===== config.mk =====
export PLATFORM = sky130hd
export DESIGN_NAME = serializer
export DESIGN_NICKNAME = d
export VERILOG_FILES = /design/src/rtl/serializer.sv
export SDC_FILE = /design/constraint.sdc
export NUM_CORES = 1
export LEC_CHECK = 0
export ABC_CLOCK_PERIOD_IN_PS = 1630
export CORE_ASPECT_RATIO = 1.25
export CORE_MARGIN = 2
export CORE_UTILIZATION = 45
export DETAILED_ROUTE_END_ITERATION = 12
export PLACE_DENSITY = 0.77
export SLEW_MARGIN = 40
export SYNTH_ARGS = -nofsm -noshare
export SYNTH_HDL_FRONTEND = slang
export SYNTH_SLANG_ARGS = --single-unit

===== constraint.sdc =====
create_clock -name i_clk -period 1.63 [get_ports i_clk]
set_input_delay 0.326 -clock i_clk [delete_from_list [all_inputs] [get_ports i_clk]]
set_output_delay 0.326 -clock i_clk [all_outputs]
set_load 0.005 [all_outputs]

===== src/rtl/serializer.sv =====
// +--------------------------------------------------------------------+
// | serializer: start/MSB-first data/stop framer paced by a shift strobe |
// | Revision 1.0                                                         |
// +--------------------------------------------------------------------+
`default_nettype none

module serializer #(
  parameter int WIDTH = 8
) (
  input  logic             i_clk,
  input  logic             i_rst,
  input  logic [WIDTH-1:0] i_data_in,
  input  logic             i_load,
  input  logic             i_shift_en,
  output logic             o_ready,
  output logic             o_busy,
  output logic             o_shift_out,
  output logic             o_done
);

  localparam int             C_CW   = (WIDTH > 1) ? $clog2(WIDTH) : 1;
  localparam logic [C_CW-1:0] C_LAST = C_CW'(WIDTH - 1);

  typedef enum logic [1:0] {
    S_IDLE  = 2'd0,
    S_START = 2'd1,
    S_DATA  = 2'd2,
    S_STOP  = 2'd3
  } state_t;

  state_t            r_state;
  logic [C_CW-1:0]   r_cnt;
  logic [WIDTH-1:0]  r_hold;
  logic              r_shift_out;
  logic              r_done;
  logic              r_busy;
  logic              r_ready;

  state_t            w_state_nxt;
  logic [C_CW-1:0]   w_cnt_nxt;
  logic [WIDTH-1:0]  w_hold_nxt;
  logic              w_shift_out_nxt;
  logic              w_done_nxt;
  logic              w_busy_nxt;

  always_comb begin
    w_state_nxt     = r_state;
    w_cnt_nxt       = r_cnt;
    w_hold_nxt      = r_hold;
    w_shift_out_nxt = r_shift_out;
    w_done_nxt      = 1'b0;

    case (r_state)
      S_IDLE: begin
        if (i_load && r_ready) begin
          w_hold_nxt      = i_data_in;
          w_cnt_nxt       = '0;
          w_state_nxt     = S_START;
          w_shift_out_nxt = 1'b1;
        end
      end
      S_START: begin
        if (i_shift_en) begin
          w_state_nxt     = S_DATA;
          w_shift_out_nxt = r_hold[WIDTH-1];
        end
      end
      S_DATA: begin
        if (i_shift_en) begin
          if (r_cnt == C_LAST) begin
            w_state_nxt     = S_STOP;
            w_shift_out_nxt = 1'b0;
          end else begin
            // Present the bit that becomes the MSB after this shift.
            w_cnt_nxt       = r_cnt + C_CW'(1);
            w_hold_nxt      = {r_hold[WIDTH-2:0], 1'b0};
            w_shift_out_nxt = r_hold[WIDTH-2];
          end
        end
      end
      S_STOP: begin
        if (i_shift_en) begin
          w_state_nxt     = S_IDLE;
          w_shift_out_nxt = 1'b0;
          w_done_nxt      = 1'b1;
        end
      end
      default: begin
        w_state_nxt     = S_IDLE;
        w_shift_out_nxt = 1'b0;
      end
    endcase

    w_busy_nxt = (w_state_nxt != S_IDLE);
  end

  always_ff @(posedge i_clk or posedge i_rst) begin
    if (i_rst) begin
      r_state     <= S_IDLE;
      r_cnt       <= '0;
      r_hold      <= '0;
      r_shift_out <= 1'b0;
      r_done      <= 1'b0;
      r_busy      <= 1'b0;
      r_ready     <= 1'b1;
    end else begin
      r_state     <= w_state_nxt;
      r_cnt       <= w_cnt_nxt;
      r_hold      <= w_hold_nxt;
      r_shift_out <= w_shift_out_nxt;
      r_done      <= w_done_nxt;
      r_busy      <= w_busy_nxt;
      r_ready     <= ~w_busy_nxt;
    end
  end

  assign o_ready     = r_ready;
  assign o_busy      = r_busy;
  assign o_shift_out = r_shift_out;
  assign o_done      = r_done;

endmodule

`default_nettype wire


==> metrics.csv, run 1 <==
metric,value,unit
Clock power frac,10.3,%
Post-route DRC,0,
Synth top area share,45.8,%
design area,0.00119,mm^2
Fill cells,134,
effective utilization at floorplan,48.4,%
crit path DAT,1780,ps
register area share after synthesis,48.8,%
most numerous cell in the Yosys netlist,dfrtp_1,
Synth cell types,24,
clk_lat worst skew,290,ps
"Slew Viols, Final",0,
Mapped Area,875,um^2
total of warnings raised by yosys,0,
Syn Area/Cell,13.3,um^2
row cnt,17,
vias in the first global route,562,
Util after Layout,65.7,%
Sw Ratio,31.4,%
clk_skew,15.9,ps
status,finished clean,
RSZ-0062 raised after global routing,true,
Min-Delay Path Class,input port to asynchronous set/reset pin,
drt initial violations,8,
I/O Buffers,15,
Peak supply drop,1.01,mV
Inst Count DP,103,
Inserted Clock Buffers,3,
Vias per Instance,5.37,
r2r endpoint,r_hold[1],
Comb power frac,52.8,%
"CTS clk-pin slew, worst paths",110,ps
RR Startpoint,r_cnt[1],
Pint,1.50,mW
Non-Filler Instances,112,
final worst path period share,98.3,%
Routed Antenna Nets,0,
syn nets,80,
Max Clock Freq,624,MHz
worst setup margin,28.5,ps
Pwr Density,1850,mW/mm^2
overall routing resource usage,15.5,%
Tightest Pin Transition,258,ps
FF+latch area,428,um^2
nets@finish,108,
Flop pwr share,36.9,%
post-route minimum period,1600,ps
Synth top cells by count,"dfrtp_1, mux2_2, mux2_4, nand2_1, inv_1",
layout cells sized above 1,41.9,%
die height,53.3,um
CTS tree,done,
final setup vio count,0,
DIE WIDTH,43.4,um
kind of critical path,flop to flop,
Post-DP Area,0.00107,mm^2
synth top area cells,"dfrtp_1, mux2_4, mux2_2",
hold_buf cts,0,
first-pass GRT wire length,2.55,mm
CTS Buffer Depth,2,
Layout area overhead,35.8,%
Final Hold Vio Count,0,
"worst slack, placed",-115,ps
CP Capture Point,r_hold[1],
Relative slew margins,82.8,%
critical-path maximum fanout,4,
clk sinks,17,
CP startpoint,r_cnt[1],
Routed WL,1.67,mm
DIE AREA,0.00231,mm^2
area occupied by multi-input gates,428,um^2
Synth async-reset ratio,100,%
CP endpoint kind,flop,
# IOs,16,
cell count after synthesis,66,
core area,0.00181,mm^2
gr ovfl total,0,
clk root buf,clkbuf_4,
drt pass-1 iters,4,
CP required,1800,ps
"EDFF count, synth",0,
initial antenna violation count,0,
FF-to-FF path depth,6,
final RePlAce weighted congestion,0.758,
per-cell routed wire length,14.9,um
"area leader, netlist",dfrtp_1,
"FF+latch count, synth",17,
Worst setup SP type,flop,
H-tree depth,1,
Synth Flop Type,dfrtp_1,
switching pwr,688,uW
Final Power,2.19,mW
Max-cap violations,0,
largest net degree at the start of global routing,18,
Lkg Pwr,0.545,nW
flop-to-flop setup slack,30,ps
n_diodes,0,
via count,601,
[metrics by stage]
stage | hold slack [ps] | TNS [ps]
3_5_place_dp | 489 | -1070
4_1_cts | 333 | 0
2_1_floorplan | 251 | 0
5_1_grt | 354 | -40.1
3_3_place_gp | 488 | -866
6_report | 326 | 0
[placed cells by master (no fill, tap or decap), types with 2 or more instances in the layout]
cell             netlist  layout
a2bb2oi_1              2       2
inv_1                  4       4
mux2_2                 8       7
clkbuf_4               0       3
dfrtp_1               16      15
buf_4                  1       8
mux2_4                 7       8
mux2i_1                3       3
nand2_1                5       5
clkdlybuf4s50_1        0      14
[state kept, by name, indices dropped and copies added, names as in the netlist]
name	flops
r_hold	8
o_done	1
o_busy	1
o_ready	1
r_state	2
r_cnt	3
o_shift_out	1
[kinds of logic (layout without fill, tap and decap cells)]
kind of cell               count (synthesis)  after routing  share of synthesized area, %
muxes                                     18             18                          25.8
DFF                                       17             17                          48.8
buffers and inverters                      8             34                          6.44
xor gates and xnor gates                   1              1                          1.00
and+or+nand+nor                           12             13                          7.87
adders and majority gates                  2              2                          2.86
AOI/OAI and AO/OA                          8              8                          7.30
[worst min-delay path by stage]
stage,endpoint,slack (ps),cells past startpoint
global route,r_hold[2],350,3
finish,r_hold[2],330,3
floorplan,o_busy,250,1
CTS,r_hold[2],330,3
detailed placement,r_hold[1],490,1
global placement,r_hold[1],490,1
[power by group through the flow]
stage | clock, mW | combinational, mW | sequential (mW)
6_report | 0.226 | 1.16 | 0.808
5_1_grt | 0.249 | 1.26 | 0.834
4_1_cts | 0.228 | 1.02 | 0.779
3_5_place_dp | 0 | 1.00 | 0.784
3_3_place_gp | 0 | 0.966 | 0.774
2_1_floorplan | 0 | 0.799 | 0.721
[per-layer routing]
metal,share of wire [%],global-route usage (%),vias to the layer above
li1,-,-,283
met1,42,16.4,294
met2,52,27.1,20
met3,4.1,3.07,4
met4,1.7,10.6,0
met5,0,0,-
[cell type report]
class | count | share of cell area (%)
clock buffer | 3 | 1.90
clock inverter | 1 | 0.421
inverter | 4 | 1.26
multi-input combinational | 42 | 36.0
sequential | 17 | 36.0
tap | 19 | 2.00
timing repair buffer | 26 | 22.3
[worst max-delay path, cell delays in order, from the launching register on]
cell and delay, ps:
dfrtp_1 400, ha_2 200, ha_4 160, nor2_4 80, a32o_2 200, clkbuf_16 170
mux2_4 290
[what timing repair did]
item                       4_1_cts  5_1_grt
setup endpoints to repair        4       10
pin swaps                        0        2
buffers inserted                 1        2
resized for setup                2        7
cloned                           0        2
Note: power is estimated with default switching activity, not from simulation.
==> run 2: changes to the inputs <==
CORE_MARGIN = unset   (was 2)
==> run 2 against run 1 <==
  * Via count decreased by 2.0%
  * Global-route usage increased by 0.90 points
  * Largest cell class unchanged
  * Critical endpoint is now r_hold[5]
  * Total power decreased by 4.2%
  * Highest routed layer unchanged
  * Hold slack improved by 3.1 ps
==> metrics.csv, run 2 (synthesis results as in run 1) <==
metric,value,unit,change
final setup vio count,0,,unchanged
Sw Ratio,30.6,%,-0.81 points
"Most flops, register",r_hold,,
gr ovfl total,0,,unchanged
initial antenna violation count,0,,unchanged
clk root buf,clkbuf_4,,
Routed Antenna Nets,0,,unchanged
vias in the first global route,584,,+3.9%
row cnt,17,,unchanged
DIE WIDTH,41.4,um,-4.6%
layout cells sized above 1,40.4,%,-1.5 points
Non-Filler Instances,113,,+0.89%
largest net degree at the start of global routing,18,,unchanged
Post-route DRC,0,,unchanged
# IOs,16,,unchanged
"Slew Viols, Final",0,,unchanged
switching pwr,642,uW,-6.6%
Pint,1.46,mW,-3.0%
Peak supply drop,0.846,mV,-17%
RSZ-0062 raised after global routing,true,,
Final Hold Vio Count,0,,unchanged
kind of critical path,flop to flop,,
DIE AREA,0.00212,mm^2,-8.2%
"commonest non-fill, non-tap cell in the layout",dfrtp_1,,
clk sinks,17,,unchanged
die height,51.3,um,-3.8%
"CTS clk-pin slew, worst paths",90,ps,-20 ps
CP required,1820,ps,+20 ps
Largest regs,"r_hold x8, r_cnt x3, r_state x2",,
WHS,330,ps,+3.08 ps
Clock power frac,10.8,%,+0.5 points
drt pass-1 iters,4,,unchanged
per-cell routed wire length,13.0,um,-13%
first-pass GRT wire length,2.59,mm,+1.6%
Fill cells,143,,+6.7%
H-tree depth,1,,unchanged
Layout area overhead,33.2,%,
via count,589,,-2.0%
critical-path maximum fanout,4,,unchanged
Max-cap violations,0,,unchanged
Inst Count DP,103,,unchanged
Routed WL,1.47,mm,-12%
Lkg Pwr,0.539,nW,-0.98%
status,finished clean,,
most frequent cells in the layout,"dfrtp_1, clkdlybuf4s50_1, buf_4",,
overall routing resource usage,16.4,%,+0.90 points
Relative slew margins,79.0,%,-3.8 points
CP endpoint kind,flop,,
CTS tree,done,,
crit path DAT,1790,ps,about the same
Max Clock Freq,626,MHz,+0.29%
Comb power frac,52.2,%,-0.6 points
I/O Buffers,15,,unchanged
Min-Delay Path Class,input port to asynchronous set/reset pin,,
post-DP HPWL,1.04,mm,
post-route minimum period,1600,ps,-4.57 ps
drt initial violations,11,,+3
n_diodes,0,,unchanged
core area,0.00179,mm^2,-1.2%
final worst path period share,98.0,%,-0.28 points
Inserted Clock Buffers,3,,unchanged
max reg flops,8,,unchanged
Pwr Density,1800,mW/mm^2,-2.3%
effective utilization at floorplan,48.9,%,+0.58 points
clk_skew,1.06,ps,-14.8 ps
final RePlAce weighted congestion,0.831,,+9.6%
Flop pwr share,37.0,%,about the same
clk_lat worst skew,290,ps,about the same
nets@finish,109,,+0.93%
Vias per Instance,5.21,,-2.9%
Tightest Pin Transition,315,ps,+57.5 ps
Worst setup SP type,flop,,
CTS Buffer Depth,2,,unchanged
## run 2: area by class of cell
type / instances / area, um^2 / share of cell area [%]
Sequential cell: 17 / 427 / 36.6
Multi-Input combinational cell: 41 / 410 / 35.2
Timing Repair Buffer: 28 / 263 / 22.6
Clock buffer: 4 / 26.3 / 2.26
Tap cell: 19 / 23.8 / 2.04
Inverter: 4 / 15.0 / 1.29
## run 2: per-layer routing
| layer | global-route usage, % | wire [um] | up-vias |
|---|---|---|---|
| li1 | - | - | 284 |
| met3 | 3.89 | 71 | 2 |
| met5 | 0 | 0 | - |
| met2 | 25.5 | 688 | 24 |
| met4 | 9.68 | 31 | 0 |
| met1 | 20.4 | 675 | 279 |
## run 2: per-stage QoR
step                total power, mW  setup TNS (ps)  util (%)  setup WS (ps)  cell area [um^2]
global placement               1.71            -992      59.4           -134              1060
floorplan                      1.52               0         -           4.33               876
finish                         2.10               0      65.2           33.0              1160
global route                   2.25           -23.0      65.2          -16.2              1160
CTS                            2.07               0      63.8           14.8              1140
detailed placement             1.74           -1210      59.4           -152              1060
## run 2: worst paths after layout
| kind | startpoint | to | slack, ps | cells past startpoint |
|---|---|---|---|---|
| setup / recovery | r_cnt[1] | r_hold[5] | 30 | 6 |
| hold / removal | i_rst | r_hold[0] | 330 | 3 |
| setup reg to reg | r_cnt[1] | r_hold[5] | 30 | 6 |
| hold reg to reg | r_hold[1] | r_hold[1] | 510 | 1 |
| max in group asynchronous | i_rst | o_ready | 1050 | 3 |
| min in group i_clk | r_hold[1] | r_hold[1] | 510 | 1 |
## run 2: power groups by stage
stage,registers [mW],clock network [mW],logic [mW]
after floorplan,0.721,0,0.799
after global placement,0.770,0,0.937
after detailed placement,0.778,0,0.961
after CTS,0.769,0.234,1.07
after global routing,0.804,0.253,1.19
final,0.777,0.228,1.09
## run 2: repair_timing
item / in CTS / in global routing
gates cloned: 0 / 0
hold buffers: 0 / 0
buffers inserted: 4 / 2
gates resized for setup: 5 / 1
pin swaps: 2 / 3
endpoints found under the setup margin: 12 / 10
## run 2: worst max-delay path, stage by stage (launching register included)
cell     delay (ps)
dfrtp_1         400
ha_2            200
ha_4            160
nor2_2           90
a32o_2          200
buf_12          130
mux2_2          320
